<file path="src/rtl/pc_gen.sv">
// ---------------------------------------------------------------------------
// pc_gen -- next-PC generator for the fetch stage.
//
// Holds the fetch PC. On each rising edge it loads the next PC, picked from
// a fixed-priority set of sources:
//   trap > eret > jalr > jal > branch > replay > stall (hold) > RAS > +INSTR_BYTES
// A circular return-address stack (RAS) predicts return targets at fetch.
// Calls pushed from DX are stored as pc_dx + INSTR_BYTES.
//
// Ports
//   clk          clock, rising edge
//   rst          asynchronous, active-low reset
//   stall        hold the PC (lowest-priority redirect)
//   trap_valid   redirect to handler_pc; also flushes the RAS
//   handler_pc   trap handler address
//   eret_valid   redirect to epc
//   epc          exception return address
//   jalr_valid   redirect to (rs1_data + jalr_offset) with bit 0 cleared
//   rs1_data     JALR base
//   jalr_offset  JALR offset
//   jal_valid    redirect to pc_dx + jal_offset
//   jal_offset   JAL offset
//   br_taken     redirect to pc_dx + imm_b
//   pc_dx        PC of the DX-stage instruction
//   imm_b        branch offset
//   replay_valid refetch from pc_if
//   pc_if        PC of the IF-stage instruction
//   fetch_ret    instruction at pc_pif is a return (RAS pop/predict request)
//   ras_push     call in DX; push pc_dx + INSTR_BYTES
//   pc_pif       registered fetch PC
//   misalign     registered; pc_pif is not a multiple of INSTR_BYTES
//   ras_pred     registered; pc_pif was loaded from the RAS
//   ras_empty    RAS holds no entries
//   ras_full     RAS holds RAS_DEPTH entries
// ---------------------------------------------------------------------------
module pc_gen #(
    parameter int unsigned     XLEN         = 32,
    parameter int unsigned     INSTR_BYTES  = 4,
    parameter logic [XLEN-1:0] RESET_VECTOR = '0,
    parameter int unsigned     RAS_DEPTH    = 4
) (
    input  logic            clk,
    input  logic            rst,
    input  logic            stall,
    input  logic            trap_valid,
    input  logic [XLEN-1:0] handler_pc,
    input  logic            eret_valid,
    input  logic [XLEN-1:0] epc,
    input  logic            jalr_valid,
    input  logic [XLEN-1:0] rs1_data,
    input  logic [XLEN-1:0] jalr_offset,
    input  logic            jal_valid,
    input  logic [XLEN-1:0] jal_offset,
    input  logic            br_taken,
    input  logic [XLEN-1:0] pc_dx,
    input  logic [XLEN-1:0] imm_b,
    input  logic            replay_valid,
    input  logic [XLEN-1:0] pc_if,
    input  logic            fetch_ret,
    input  logic            ras_push,
    output logic [XLEN-1:0] pc_pif,
    output logic            misalign,
    output logic            ras_pred,
    output logic            ras_empty,
    output logic            ras_full
);

    localparam int unsigned     PTR_W          = $clog2(RAS_DEPTH);
    localparam int unsigned     CNT_W          = $clog2(RAS_DEPTH + 1);
    localparam logic [XLEN-1:0] STEP           = XLEN'(INSTR_BYTES);
    // INSTR_BYTES is a power of two, so its low bits form the alignment mask.
    localparam logic [XLEN-1:0] ALIGN_MASK     = XLEN'(INSTR_BYTES - 1);
    localparam logic            RESET_MISALIGN = (RESET_VECTOR & ALIGN_MASK) != '0;
    localparam logic [CNT_W-1:0] CNT_FULL      = CNT_W'(RAS_DEPTH);

    typedef enum logic [3:0] {
        SRC_TRAP,
        SRC_ERET,
        SRC_JALR,
        SRC_JAL,
        SRC_BR,
        SRC_REPLAY,
        SRC_HOLD,
        SRC_RAS,
        SRC_SEQ
    } src_e;

    // RAS state
    logic [XLEN-1:0]  ras_mem [RAS_DEPTH];
    logic [PTR_W-1:0] tp;
    logic [CNT_W-1:0] count;

    // Next-state signals
    src_e             src;
    logic [XLEN-1:0]  next_pc;
    logic [XLEN-1:0]  jalr_sum;
    logic [XLEN-1:0]  push_val;
    logic             pop;
    logic             push_ok;
    logic [PTR_W-1:0] tp_nxt;
    logic [CNT_W-1:0] count_nxt;
    logic             wr_en;
    logic [PTR_W-1:0] wr_idx;

    assign ras_empty = (count == '0);
    assign ras_full  = (count == CNT_FULL);

    assign jalr_sum = rs1_data + jalr_offset;
    assign push_val = pc_dx + STEP;

    // Source selection. fetch_ret only wins when nothing above it (including
    // stall) is active and the stack has something to predict from.
    always_comb begin
        // NOTE: every combinational output gets a default first so no path
        // leaves it unassigned and no latch is inferred.
        src = SRC_SEQ;
        if (trap_valid)                   src = SRC_TRAP;
        else if (eret_valid)              src = SRC_ERET;
        else if (jalr_valid)              src = SRC_JALR;
        else if (jal_valid)               src = SRC_JAL;
        else if (br_taken)                src = SRC_BR;
        else if (replay_valid)            src = SRC_REPLAY;
        else if (stall)                   src = SRC_HOLD;
        else if (fetch_ret && !ras_empty) src = SRC_RAS;
    end

    always_comb begin
        next_pc = pc_pif + STEP;
        case (src)
            SRC_TRAP:   next_pc = handler_pc;
            SRC_ERET:   next_pc = epc;
            SRC_JALR:   next_pc = {jalr_sum[XLEN-1:1], 1'b0};
            SRC_JAL:    next_pc = pc_dx + jal_offset;
            SRC_BR:     next_pc = pc_dx + imm_b;
            SRC_REPLAY: next_pc = pc_if;
            SRC_HOLD:   next_pc = pc_pif;
            SRC_RAS:    next_pc = ras_mem[tp];
            default:    next_pc = pc_pif + STEP;
        endcase
    end

    assign pop     = (src == SRC_RAS);
    assign push_ok = ras_push && !trap_valid;

    // RAS pointer/count update. A simultaneous pop and push replaces the top
    // entry in place, so pointer and occupancy stay where they are. A push
    // into a full stack advances tp onto the oldest entry and overwrites it.
    always_comb begin
        tp_nxt    = tp;
        count_nxt = count;
        wr_en     = 1'b0;
        wr_idx    = tp;
        if (trap_valid) begin
            tp_nxt    = '0;
            count_nxt = '0;
        end else if (pop && push_ok) begin
            wr_en  = 1'b1;
            wr_idx = tp;
        end else if (push_ok) begin
            tp_nxt    = tp + PTR_W'(1);
            wr_en     = 1'b1;
            wr_idx    = tp + PTR_W'(1);
            count_nxt = ras_full ? count : count + CNT_W'(1);
        end else if (pop) begin
            tp_nxt    = tp - PTR_W'(1);
            count_nxt = count - CNT_W'(1);
        end
    end

    // NOTE: sequential state uses non-blocking assignments so every register
    // samples the pre-edge values, independent of statement order.
    always_ff @(posedge clk or negedge rst) begin
        if (!rst) begin
            pc_pif   <= RESET_VECTOR;
            misalign <= RESET_MISALIGN;
            ras_pred <= 1'b0;
            tp       <= '0;
            count    <= '0;
        end else begin
            pc_pif   <= next_pc;
            misalign <= (next_pc & ALIGN_MASK) != '0;
            ras_pred <= pop;
            tp       <= tp_nxt;
            count    <= count_nxt;
        end
    end

    // NOTE: the stack array is reset explicitly because its contents after
    // reset are defined as zero; with only RAS_DEPTH entries this stays a
    // small flop array rather than a RAM macro.
    always_ff @(posedge clk or negedge rst) begin
        if (!rst) begin
            for (int i = 0; i < RAS_DEPTH; i++) begin
                ras_mem[i] <= '0;
            end
        end else if (wr_en) begin
            ras_mem[wr_idx] <= push_val;
        end
    end

endmodule

</file>
<file path="config.mk">
export PLATFORM = sky130hd
export DESIGN_NAME = pc_gen
export DESIGN_NICKNAME = d
export VERILOG_FILES = /design/src/rtl/pc_gen.sv
export SDC_FILE = /design/constraint.sdc
export NUM_CORES = 1
export LEC_CHECK = 0
export BUFFER_PORTS_ARGS = -buffer_cell sky130_fd_sc_hd__buf_2
export CORE_MARGIN = 2
export CORE_UTILIZATION = 55
export DETAILED_ROUTE_END_ITERATION = 8
export GPL_TIMING_DRIVEN = 1
export PLACE_DENSITY = 0.85
export SYNTH_ARGS = -nofsm -noshare
export SYNTH_HDL_FRONTEND = slang
export SYNTH_SLANG_ARGS = --single-unit
</file>
<file path="constraint.sdc">
create_clock -name clk -period 3.6 [get_ports clk]
set_input_delay 0.36 -clock clk [delete_from_list [all_inputs] [get_ports clk]]
set_output_delay 0.36 -clock clk [all_outputs]
set_load 0.01 [all_outputs]
</file>
=== Yosys cells after proc, flatten, opt, wreduce, memory -nomap -nowiden ===
Index checks and enable logic that the tools add are counted.

* Flip-flop bits (word level): 167
* Input port bits: 267

* Add/sub/neg operators: 9
* Bitwise gates (word level): 2
* Equal/unequal tests: 10
* Reductions and logical operators: 12
* Magnitude comparators: 3
* Mux-type cells: 30

{| class="wikitable"
|+ Operators by type and width
! operator !! count
|-
| $pmux 32 s8 || 1
|-
| $bwmux 128 || 1
|-
| $add 32x32->32 || 3
|-
| $mux 32 || 3
|-
| $add 32x3->32 const B || 2
|-
| $bmux 32 s2 || 1
|-
| $demux 32 s2 || 1
|-
| $mux 4 || 8
|-
| $reduce_bool 32->1 || 1
|-
| $eq 4x3->1 const B || 4
|-
| $mux 3 || 5
|-
| $mux 2 || 7
|-
| $eq 4x2->1 const B || 2
|-
| $ge 3x3->1 const B || 2
|-
| $not 2->3 || 2
|-
| $eq 4x1->1 const B || 1
|-
| $logic_and 1x1->1 || 4
|-
| $logic_not 4->1 || 1
|-
| $add 3x1->3 const B || 1
|-
| $eq 3x3->1 const B || 1
|-
| $logic_not 3->1 || 1
|-
| $lt 3x1->1 const B || 1
|-
| $mux 1 || 3
|-
| $ne 3x3->1 const B || 1
|-
| 8 further kinds || 9
|}

=== Longest topological paths before layout ===
Gate-level depths: netlist of run 1.

* Depth after elaboration: 21
* Mapped depth: 17

=== Worst setup path before layout of run 1 ===
No wires, ideal clock.

* Path type: input port to flip-flop
* Start: input port jalr_valid
* End: register pc_pif[25]
* Library setup time: 0.127 ns
* Setup slack: -0.365 ns
* Data required time: 3.473 ns
* Stages: 15
* Arrival: 3.838 ns
* Path buffers: 2
* Path through: buf_6 -> nor3_1 -> nand3b_1 -> clkbuf_1 -> mux2_2 -> ha_1 -> a21o_1 -> a21o_1 -> a2111oi_0 -> nor2_1 -> o41ai_1 -> o21ai_0 -> xor2_1 -> a221oi_1 -> nor2_1

* Longest elaborated chain between the ends: 5
* Elaborated cells on any way between the ends: 12
* Those cells by class: eq/ne (7); mux (4); reduce/logical (1)

{| class="wikitable"
|+ Ends and longest elaborated chain
! element !! RTL line !! source
|-
| start, declared || 49 || <nowiki>input logic jalr_valid,</nowiki>
|-
| $mux 4 (*) || 119 || <nowiki>else if (jalr_valid) src = SRC_JALR;</nowiki>
|-
| $mux 4 (*) || 118 || <nowiki>else if (eret_valid) src = SRC_ERET;</nowiki>
|-
| $mux 4 (*) || 117 || <nowiki>if (trap_valid) src = SRC_TRAP;</nowiki>
|-
| $eq 4x3->1, or another cell as far along || 129 || <nowiki>case (src)</nowiki>
|-
| $pmux 32 s8 || 129 ||
|-
| end signal, assigned || 180 || <nowiki>pc_pif <= next_pc;</nowiki>
|-
| end, declared || 61 || <nowiki>output logic [XLEN-1:0] pc_pif,</nowiki>
|}

Mark *: on every way between the ends. The rest lies on a longest branch, timed or not.
A chain may end at the register's enable or synchronous reset.

=== Worst setup path in the final report of run 1 ===
* Start: input port trap_valid
* End: register pc_pif[22]

* Longest elaborated chain between the ends: 3
* Elaborated cells on any way between the ends: 10
* Those cells by class: eq/ne (7); mux (2); reduce/logical (1)

{| class="wikitable"
|+ Ends and longest elaborated chain
! element !! RTL line !! source
|-
| start, declared || 45 || <nowiki>input logic trap_valid,</nowiki>
|-
| $mux 4 (*) || 117 ||
|-
| $eq 4x3->1, or another cell as far along || 129 ||
|-
| $pmux 32 s8 || 129 ||
|}

Marked as above.

==> results.py, run 1 <==
metrics = {
    "synth": {
        "async_reset_ff_share_pct": 100,
        "synth_area_leaders": "dfrtp_1 33%, ha_1 6.8%, nand2_1 5.7%, mux4_2 5.6%, a21oi_1 5.1%",
        "synth_top_area_share_pct": 32.6,
        "synth_top_cell_by_area": "dfrtp_1",
        "synth_ff_type": "dfrtp_1",
        "synthAdderAreaFrac_pct": 7.30,
        "ys_ff_latch": 167,
        "synth-xor-area-share_pct": 5.60,
        "synth-compound-area-share_pct": 23.6,
        "synth_edf_count": 0,
        "synth-seq-area-share_pct": 32.6,
        "syn_area_mm2": 0.0128,
        "synth-simple-area-share_pct": 16.9,
        "synth_nets": 1785,
        "synthMuxAreaShare_pct": 10.1,
        "ys.warnings.count": 0,
        "synth_top_family_by_area": "compound AO/OA/AOI/OAI gates",
        "synth_cells": 1445,
        "ys_types": 78,
        "synth_area_per_cell_um2": 8.87,
    },
    "floorplan": {
        "core_area_mm2": 0.0228,
        "io_pins": 303,
        "fp.dieArea_mm2": 0.0245,
        "die_h_um": 157,
        "rows": 55,
        "die_w_um": 157,
        "start_util_pct": 56.3,
    },
    "clock_tree": {
        "clockRootBuffer": "clkbuf_16",
        "cts_buffers": 17,
        "clockBufferDepth": 2,
        "cts.sinks": 167,
        "cts_tree": "done",
        "path_clk_slew_ns": 0.08,
        "htreeDepth": 4,
        "clock_latency_ns": 0.44,
    },
    "timing": {
        "setup-violations-final": 0,
        "hold_viol_final": 0,
        "fin_crit_ns": 3.47,
        "relSlewSlack_pct": 23.3,
        "fin_tns_setup_ns": 0,
        "max_slew.worst_pin.slew_ns": 1.15,
        "min_period_over_period_pct": 96.3,
        "fmax_mhz": 288,
        "skew_ns": 0.0138,
        "holdWs_ns": 0.196,
        "drv_slew": 0,
    },
    "final_layout": {
        "final_core_util_pct": 70.0,
        "nNetsFinal": 2136,
        "multi_input_area_mm2": 0.00819,
        "layout-drive-gt1-share_pct": 30.6,
        "fill_cells": 1700,
        "ff_latch_area_mm2": 0.00418,
        "design_area_mm2": 0.0159,
        "area_growth_syn_to_layout_pct": 24.3,
    },
    "critical_path": {
        "path_class": "primary input to flip-flop",
        "cp_data_arrival_time_ns": 3.82,
        "path_max_fanout": 14,
        "start_kind": "primary input",
        "r2r_slack_ns": 0.85,
        "required_ns": 3.95,
        "r2r_start": "count[1]",
        "path_cells": "buf_2, nor3_4, nand3b_1, buf_12, mux2_2, ha_1, inv_1, fa_1, nor2b_2, o2111a_1, o211ai_1, a21boi_1, o211ai_1, a21oi_1, mux2_2, o2111a_1, o22ai_1",
        "max_stage_delay_ns": 0.41,
        "cp_slowest_cell": "fa_1",
        "r2r_cells": 10,
        "r2r-end": "pc_pif[19]",
        "worstSetupEndpointType": "flip-flop",
    },
    "power_and_ir_drop": {
        "p_leak_nw": 7.37,
        "power_w": 0.00679,
        "powerDensity_mw_per_mm2": 426,
        "ir_worst_vdd_mv": 0.323,
    },
    "grt": {
        "grt_max_degree": 82,
        "grt_overflow_total": 0,
        "antenna_found_initial": 3,
        "first_global_vias": 13000,
        "track_usage_pct": 37.3,
        "grt_pass1_wl_um": 70000,
    },
    "detailed_routing": {
        "num_vias": 13600,
        "first_pass_iters": 7,
        "drt-vias-per-instance": 6.38,
        "ant_nets": 0,
        "drc": 0,
        "drt-total-wl_um": 46200,
        "wire_per_inst_um": 21.7,
        "drt_iter0_drc": 1702,
    },
    "job": {
        "maxCapViolCount": 0,
    },
    "min_path": {
        "worstHoldEndpoint": "pc_pif[4]",
        "hp-class": "primary input to flip-flop",
        "worst_hold_startpoint": "epc[4]",
        "whs_path_depth": 3,
    },
    "placed_design": {
        "gp_congestion": 0.981,
        "port_buffers": 302,
        "dpl.hpwl_um": 35600,
        "placed_cell_area_mm2": 0.0153,
    },
    "status": {
        "outcome": "finished clean",
    },
}
## cells by family (layout without fill, tap and decap cells)
kind of cell / Yosys count / count (layout)
fa+ha+maj: 73 / 73
xor+xnor: 82 / 82
other cells: 0 / 3
simple gates: 461 / 461
flops: 167 / 167
compound gates: 476 / 476
mux: 81 / 81
buf+inv: 105 / 469
## stage by stage
| step | setup slack [ns] | cells |
|---|---|---|
| after floorplan | 0.00961 | 1445 |
| after global placement | -0.154 | 2088 |
| after detailed placement | -0.270 | 2088 |
| after CTS | 0.171 | 2121 |
| after global routing | -0.0000671 | 2124 |
| final | 0.132 | 2125 |
## power by group
part           internal (W)  switching (W)  leakage (nW)
clock network       0.00101       0.000914         0.306
logic               0.00102        0.00120          4.99
registers           0.00233       0.000313          2.07
total               0.00436        0.00243          7.37
## placed cells by master (no fill, tap or decap), types with 39 or more instances in the layout
cell type	count
buf_4	105
xor2_1	41
nand2_1	194
mux2_2	39
nand3_1	44
a21oi_1	131
buf_2	301
nor2_1	96
xnor2_1	41
ha_1	70
dfrtp_1	166
o21ai_0	89
o21ai_1	61
## critical path: cells and delay by family
kind / cells / cell delay, ns
compound gates: 7 / 1.34
simple gates: 3 / 0.50
mux: 2 / 0.60
fa+ha+maj: 2 / 0.60
buf+inv: 3 / 0.40
## Yosys cell counts, drive strengths merged (14+ instances only)
library cell    n
nor3           17
a21oi         133
a21o           29
and3           21
nor2           97
nor2b          14
nand3          45
o21ai         151
dfrtp         167
a222oi         26
mux2           44
inv            22
clkbuf         54
xnor2          41
nand4          28
mux4           32
xor2           41
a221oi         17
ha             70
buf            29
nand2         197
## repair_timing
action | CTS | global route
setup buffers | 0 | 1
hold endpoints to repair | 48 | 0
hold buffers | 1 | 0
gates resized for setup | 0 | 2
endpoints found under the setup margin | 0 | 2
## flip-flops by register name, summed over array words and instances (netlist names)
name	cells
misalign	1
count	3
tp	2
pc_pif	32
ras_pred	1
ras_mem	128
## layout make-up
type | count | area share [%]
Antenna cell | 3 | 0.0471
Multi-Input combinational cell | 1173 | 51.4
Clock inverter | 15 | 1.27
Sequential cell | 167 | 26.2
Inverter | 22 | 0.518
Clock buffer | 17 | 2.67
Timing Repair Buffer | 415 | 15.4
Tap cell | 313 | 2.46
## layer usage
| metal | global-route usage [%] | wire length, um | share of wire, % | up-vias |
|---|---|---|---|---|
| met5 | 0 | 0 | 0 | - |
| met4 | 17.8 | 2220 | 4.8 | 0 |
| met3 | 7.75 | 5100 | 11 | 145 |
| met2 | 60.2 | 21700 | 47 | 853 |
| met1 | 47.9 | 17200 | 37 | 6432 |
| li1 | - | - | - | 6122 |
## how the worst max path moves through the flow
| stage | from | cells after the start | end |
|---|---|---|---|
| after floorplan | jalr_valid | 15 | pc_pif[25] |
| after global placement | trap_valid | 17 | pc_pif[31] |
| after detailed placement | trap_valid | 17 | pc_pif[22] |
| after CTS | trap_valid | 17 | pc_pif[22] |
| after global routing | trap_valid | 17 | pc_pif[22] |
| final | trap_valid | 17 | pc_pif[22] |
(Power assumes the default switching activity.)
==> run 2: changes to the inputs <==
- CORE_UTILIZATION: 55 -> 56
- PLACE_DENSITY: 0.85 -> 0.87
- SKIP_LAST_GASP: unset -> 1
- clock period: 3.6 -> 4.5 ns (I/O delays scaled with it)
==> run 2 against run 1 <==
- die area is 1.7% lower
- clock power is 24% lower
- worst hold slack worse by 0.073 ns
- routed wire length is 4.4% lower
- sequential share of layout area is 1.3 points higher
- cell count is 5.0% lower
- global-route usage is 1.3 points lower
- clock-buffer cell count is 1 higher
- register-to-register slack better by 0.77 ns
- largest cell class unchanged
==> results.py, run 2 (same netlist as run 1, synthesis figures left out) <==
metrics = {
    "final_layout": {
        "layout_common_cells": "301 x buf_2, 194 x nand2_1, 166 x dfrtp_1, 131 x a21oi_1, 96 x nor2_1",
        "reg_top3": "ras_mem (128), pc_pif (32), count (3)",
        "fin_cells": 2018,
        "layout-drive-gt1-share_pct": 27.3,
        "design_area_mm2": 0.0152,
        "area_growth_syn_to_layout_pct": 18.4,
        "nNetsFinal": 2057,
        "final_common_cell": "buf_2",
        "largest_reg_flops": 128,
        "largest_register": "ras_mem",
    },
    "clock_tree": {
        "cts_buffers": 17,
        "cts.sinks": 167,
        "hold_buffers": 0,
        "clock_latency_ns": 0.44,
        "cts_tree": "done",
        "htreeDepth": 4,
        "post_cts_buffers": 0,
        "clockBufferDepth": 2,
        "clockRootBuffer": "clkbuf_16",
        "cts-resized-gates": 0,
        "path_clk_slew_ns": 0.07,
    },
    "critical_path": {
        "r2r_slack_ns": 1.62,
        "path_class": "primary input to flip-flop",
        "r2r-end": "pc_pif[19]",
        "r2r_start": "count[0]",
        "worstSetupEndpointType": "flip-flop",
        "cp-startpoint": "trap_valid",
        "required_ns": 4.82,
        "start_kind": "primary input",
        "max_stage_delay_ns": 0.70,
        "cp_slowest_cell": "a2111oi_0",
        "path_max_fanout": 32,
        "r2r_cells": 11,
        "path_cells": "buf_2, nor3_1, nand3b_1, buf_4, mux2_2, ha_1, a21o_1, a21o_1, a2111oi_0, nor2_1, o41ai_1, buf_4, o21ai_0, xor2_1, a221oi_1, nor2_1",
        "cp_data_arrival_time_ns": 4.51,
    },
    "power_and_ir_drop": {
        "ir_worst_vdd_mv": 0.267,
        "powerDensity_mw_per_mm2": 346,
        "p_leak_nw": 6.94,
        "power_w": 0.00524,
    },
    "timing": {
        "max_slew.worst_pin.slew_ns": 0.933,
        "rsz0062_at_grt": "false",
        "fmax_mhz": 239,
        "setup_slack_ns": 0.312,
        "min_period_over_period_pct": 93.1,
        "skew_ns": 0.00680,
        "hold_viol_final": 0,
        "fin_tns_setup_ns": 0,
        "drv_slew": 0,
        "fin_crit_ns": 4.19,
        "setup-violations-final": 0,
        "relSlewSlack_pct": 37.8,
    },
    "detailed_routing": {
        "drt_iter0_drc": 1416,
        "num_vias": 13200,
        "drt-total-wl_um": 44200,
        "first_pass_iters": 7,
        "drt-vias-per-instance": 6.54,
        "drc": 0,
        "wire_per_inst_um": 21.9,
        "ant_nets": 0,
    },
    "grt": {
        "grt_overflow_total": 0,
        "antenna_found_initial": 4,
        "grt_pass1_wl_um": 67100,
        "grt_max_degree": 102,
        "first_global_vias": 12600,
        "track_usage_pct": 35.9,
    },
    "floorplan": {
        "fp.dieArea_mm2": 0.0241,
        "die_h_um": 155,
        "die_w_um": 155,
        "rows": 55,
        "io_pins": 303,
        "core_area_mm2": 0.0226,
        "start_util_pct": 56.8,
    },
    "placed_design": {
        "placed_cell_area_mm2": 0.0146,
        "dpl.hpwl_um": 34100,
        "place_ws_ns": -0.00454,
        "placed_cells": 1983,
        "port_buffers": 302,
        "gp_congestion": 1.00,
    },
    "min_path": {
        "hp-class": "primary input to async pin",
    },
    "job": {
        "maxCapViolCount": 0,
    },
    "status": {
        "outcome": "finished clean",
    },
}
==> run 2: changes by cell type in the layout (fill, tap and decap cells not counted), sizes merged <==
cell         change
buf             -78
clkinvlp         +1
inv              +3
bufinv           -1
clkbuf           +1
dlygate4sd3      -1
clkinv           -4
==> run 2: worst max-delay path by stage <==
stage / depth (start not counted) / endpoint
after global routing: 16 / pc_pif[25]
after global placement: 16 / pc_pif[25]
after CTS: 16 / pc_pif[25]
after floorplan: 15 / pc_pif[25]
final: 16 / pc_pif[25]
after detailed placement: 16 / pc_pif[25]
==> run 2: power by group <==
part / internal (W) / total [W] / leakage, nW / switching, W
registers: 0.00186 / 0.00211 / 2.07 / 0.000250
clock network: 0.000759 / 0.00147 / 0.288 / 0.000706
logic: 0.000744 / 0.00167 / 4.58 / 0.000923
total: 0.00336 / 0.00524 / 6.94 / 0.00188
==> run 2: area by class of cell <==
| cell class | count | area, um2 |
|---|---|---|
| multi-input cells | 1173 | 8160 |
| diodes | 3 | 7.51 |
| clock inverters | 14 | 149 |
| clock buffers | 18 | 439 |
| well taps | 285 | 357 |
| inverters | 22 | 82.6 |
| fillers | 1778 | 7400 |
| flip-flops and latches | 167 | 4180 |
| repair buffers | 336 | 1800 |
==> run 2: worst max-delay path: cells and delay by family <==
| family | cells | cell delay (ns) |
|---|---|---|
| AOI/OAI and AO/OA | 6 | 1.83 |
| muxes | 1 | 0.34 |
| and+or+nand+nor | 4 | 0.70 |
| adders and majority gates | 1 | 0.36 |
| buffers and inverters | 3 | 0.65 |
| xor gates and xnor gates | 1 | 0.16 |
==> run 2: through the flow <==
| stage | util [%] | hold slack [ns] |
|---|---|---|
| floorplan | - | 0.154 |
| global placement | 64.6 | 0.456 |
| detailed placement | 64.6 | 0.466 |
| CTS | 67.2 | 0.148 |
| global route | 67.2 | 0.196 |
| finish | 67.2 | 0.123 |
==> run 2: metal layers <==
layer | track usage [%] | share of wire (%)
met1 | 44.8 | 37
met3 | 9.83 | 12
met4 | 17.3 | 4.6
met5 | 0 | 0.029
met2 | 58.2 | 46
==> run 3: changes to the inputs <==
- RECOVER_POWER: unset -> 50
==> run 3 against run 2 <==
- critical path depth unchanged
- die area is the same
- worst hold slack better by 0.17 ns
- non-clock buffer count is the same
- utilization decreased by 0.14 points
- the flow now finishes with violations (max-capacitance violations, max-slew violations)
- critical path type unchanged
- first-iteration DRC count is 2.9% lower
- design area decreased by 0.21%
==> results.py, run 3 (same netlist as run 1, synthesis figures left out) <==
metrics = {
    "status": {
        "outcome": "finished with violations",
        "violations": "max-capacitance violations, max-slew violations",
    },
    "floorplan": {
        "die_h_um": 155,
        "core_area_mm2": 0.0226,
        "start_util_pct": 56.8,
        "rows": 55,
        "die_w_um": 155,
        "fp.dieArea_mm2": 0.0241,
        "io_pins": 303,
    },
    "final_layout": {
        "reg_top3": "ras_mem (128), pc_pif (32), count (3)",
        "area_growth_syn_to_layout_pct": 18.1,
        "largest_reg_flops": 128,
        "final_common_cell": "buf_2",
        "fill_cells": 1800,
        "design_area_mm2": 0.0151,
        "layout-drive-gt1-share_pct": 26.2,
        "fin_cells": 2019,
        "largest_register": "ras_mem",
        "nNetsFinal": 2057,
        "layout_common_cells": "283 x buf_2, 194 x nand2_1, 166 x dfrtp_1, 131 x a21oi_1, 96 x nor2_1",
    },
    "timing": {
        "fin_crit_ns": 4.23,
        "rsz0062_at_grt": "false",
        "relSlewSlack_pct": -69.1,
        "setup-violations-final": 0,
        "max_slew.worst_pin.slew_ns": 2.54,
        "min_period_over_period_pct": 94.1,
        "hold_viol_final": 0,
        "drv_slew": 134,
        "skew_ns": 0.00698,
        "fin_tns_setup_ns": 0,
        "fmax_mhz": 236,
    },
    "detailed_routing": {
        "drc": 0,
        "ant_nets": 0,
        "num_vias": 13200,
        "drt-vias-per-instance": 6.54,
        "drt_iter0_drc": 1375,
        "drt-total-wl_um": 44200,
        "first_pass_iters": 7,
        "wire_per_inst_um": 21.9,
    },
    "critical_path": {
        "path_max_fanout": 32,
        "required_ns": 4.82,
        "start_kind": "primary input",
        "worstSetupEndpointType": "flip-flop",
        "path_cells": "buf_2, nor3_1, nand3b_1, buf_4, mux2_2, ha_1, a21o_1, a21o_1, a2111oi_0, nor2_1, o41ai_1, buf_4, o21ai_0, xor2_1, a221oi_1, nor2_1",
        "cp_data_arrival_time_ns": 4.55,
        "r2r-end": "pc_pif[19]",
        "crit_buf_inv": 3,
        "r2r_start": "count[0]",
        "r2r_slack_ns": 1.65,
        "crit_family": "compound AO/OA/AOI/OAI gates",
        "path_class": "primary input to flip-flop",
        "cp_slowest_cell": "a2111oi_0",
        "r2r_cells": 11,
        "max_stage_delay_ns": 0.70,
    },
    "job": {
        "maxCapViolCount": 2,
    },
    "grt": {
        "antenna_found_initial": 4,
        "track_usage_pct": 35.9,
        "first_global_vias": 12600,
        "grt_overflow_total": 0,
        "grt_max_degree": 102,
        "grt_pass1_wl_um": 67100,
    },
    "placed_design": {
        "dpl.hpwl_um": 34100,
        "placed_cell_area_mm2": 0.0146,
        "gp_congestion": 1.00,
        "placed_cells": 1983,
        "port_buffers": 302,
    },
    "clock_tree": {
        "clock_latency_ns": 0.44,
        "cts.sinks": 167,
        "htreeDepth": 4,
        "cts_tree": "done",
        "hold_buffers": 0,
        "clockRootBuffer": "clkbuf_16",
        "clockBufferDepth": 2,
        "cts-resized-gates": 0,
        "post_cts_buffers": 0,
        "path_clk_slew_ns": 0.07,
        "cts_buffers": 17,
    },
    "min_path": {
        "whs_path_depth": 3,
        "hp-class": "primary input to flip-flop",
        "worstHoldEndpoint": "pc_pif[4]",
        "worst_hold_startpoint": "epc[4]",
    },
    "power_and_ir_drop": {
        "powerDensity_mw_per_mm2": 346,
        "ir_worst_vdd_mv": 0.266,
        "p_leak_nw": 6.88,
    },
}
-- run 3: cell count changes in the layout (fill, tap and decap cells not counted), sizes merged --
cell    delta
diode      +1
buf       -21
clkbuf    +21
-- run 3: worst max path at each step --
stage                     startpoint    endpoint  slack (ns)  cells past startpoint
final                     trap_valid  pc_pif[25]        0.27                     16
after CTS                 trap_valid  pc_pif[25]        0.42                     16
after global placement    trap_valid  pc_pif[25]        0.24                     16
after global routing      trap_valid  pc_pif[25]        0.01                     16
after detailed placement  trap_valid  pc_pif[25]      -0.005                     16
after floorplan           jalr_valid  pc_pif[25]        0.44                     15
-- run 3: power by group --
group          total [W]  switching, W  leakage [nW]  internal (W)
sequential       0.00211      0.000252          2.07       0.00186
clock            0.00146      0.000706         0.288      0.000759
combinational    0.00166      0.000921          4.52      0.000738
total            0.00524       0.00188          6.88       0.00336
-- run 3: cell type report --
cell class / count / area [um2] / share of cell area (%)
multi-input cells: 1173 / 8160 / 53.9
flip-flops and latches: 167 / 4180 / 27.6
repair buffers: 336 / 1760 / 11.6
clock buffers: 18 / 439 / 2.90
well taps: 285 / 357 / 2.36
clock inverters: 14 / 149 / 0.983
inverters: 22 / 82.6 / 0.545
diodes: 4 / 10.0 / 0.0661
-- run 3: worst register-to-register path, cell delays in order (launching register included) --
cell and delay (ns):
dfrtp_1 0.43, o31ai_1 0.29, buf_4 0.23, nor2_1 0.08
o21ai_1 0.13, buf_4 0.27, nand2_1 0.41, a21oi_1 0.25
nand2_1 0.07, a21oi_1 0.23, o32ai_1 0.13, a31o_2 0.23
-- run 3: metal layers --
| layer | track usage (%) | up-vias | part of all wire [%] | wire length (um) |
|---|---|---|---|---|
| met5 | 0 | - | 0.029 | 13 |
| li1 | - | 5988 | - | - |
| met2 | 58.2 | 795 | 46 | 20500 |
| met3 | 9.83 | 133 | 11 | 5020 |
| met4 | 17.3 | 2 | 4.6 | 2020 |
| met1 | 44.8 | 6282 | 38 | 16600 |
-- run 3: per-stage QoR --
stage	util, %	setup slack, ns	total power, W	hold WS (ns)
2_1_floorplan	-	0.445	0.00311	0.154
3_3_place_gp	64.6	0.242	0.00366	0.456
3_5_place_dp	64.6	-0.00454	0.00374	0.466
4_1_cts	67.2	0.423	0.00521	0.148
5_1_grt	67.0	0.0145	0.00549	0.307
6_report	67.1	0.267	0.00524	0.289
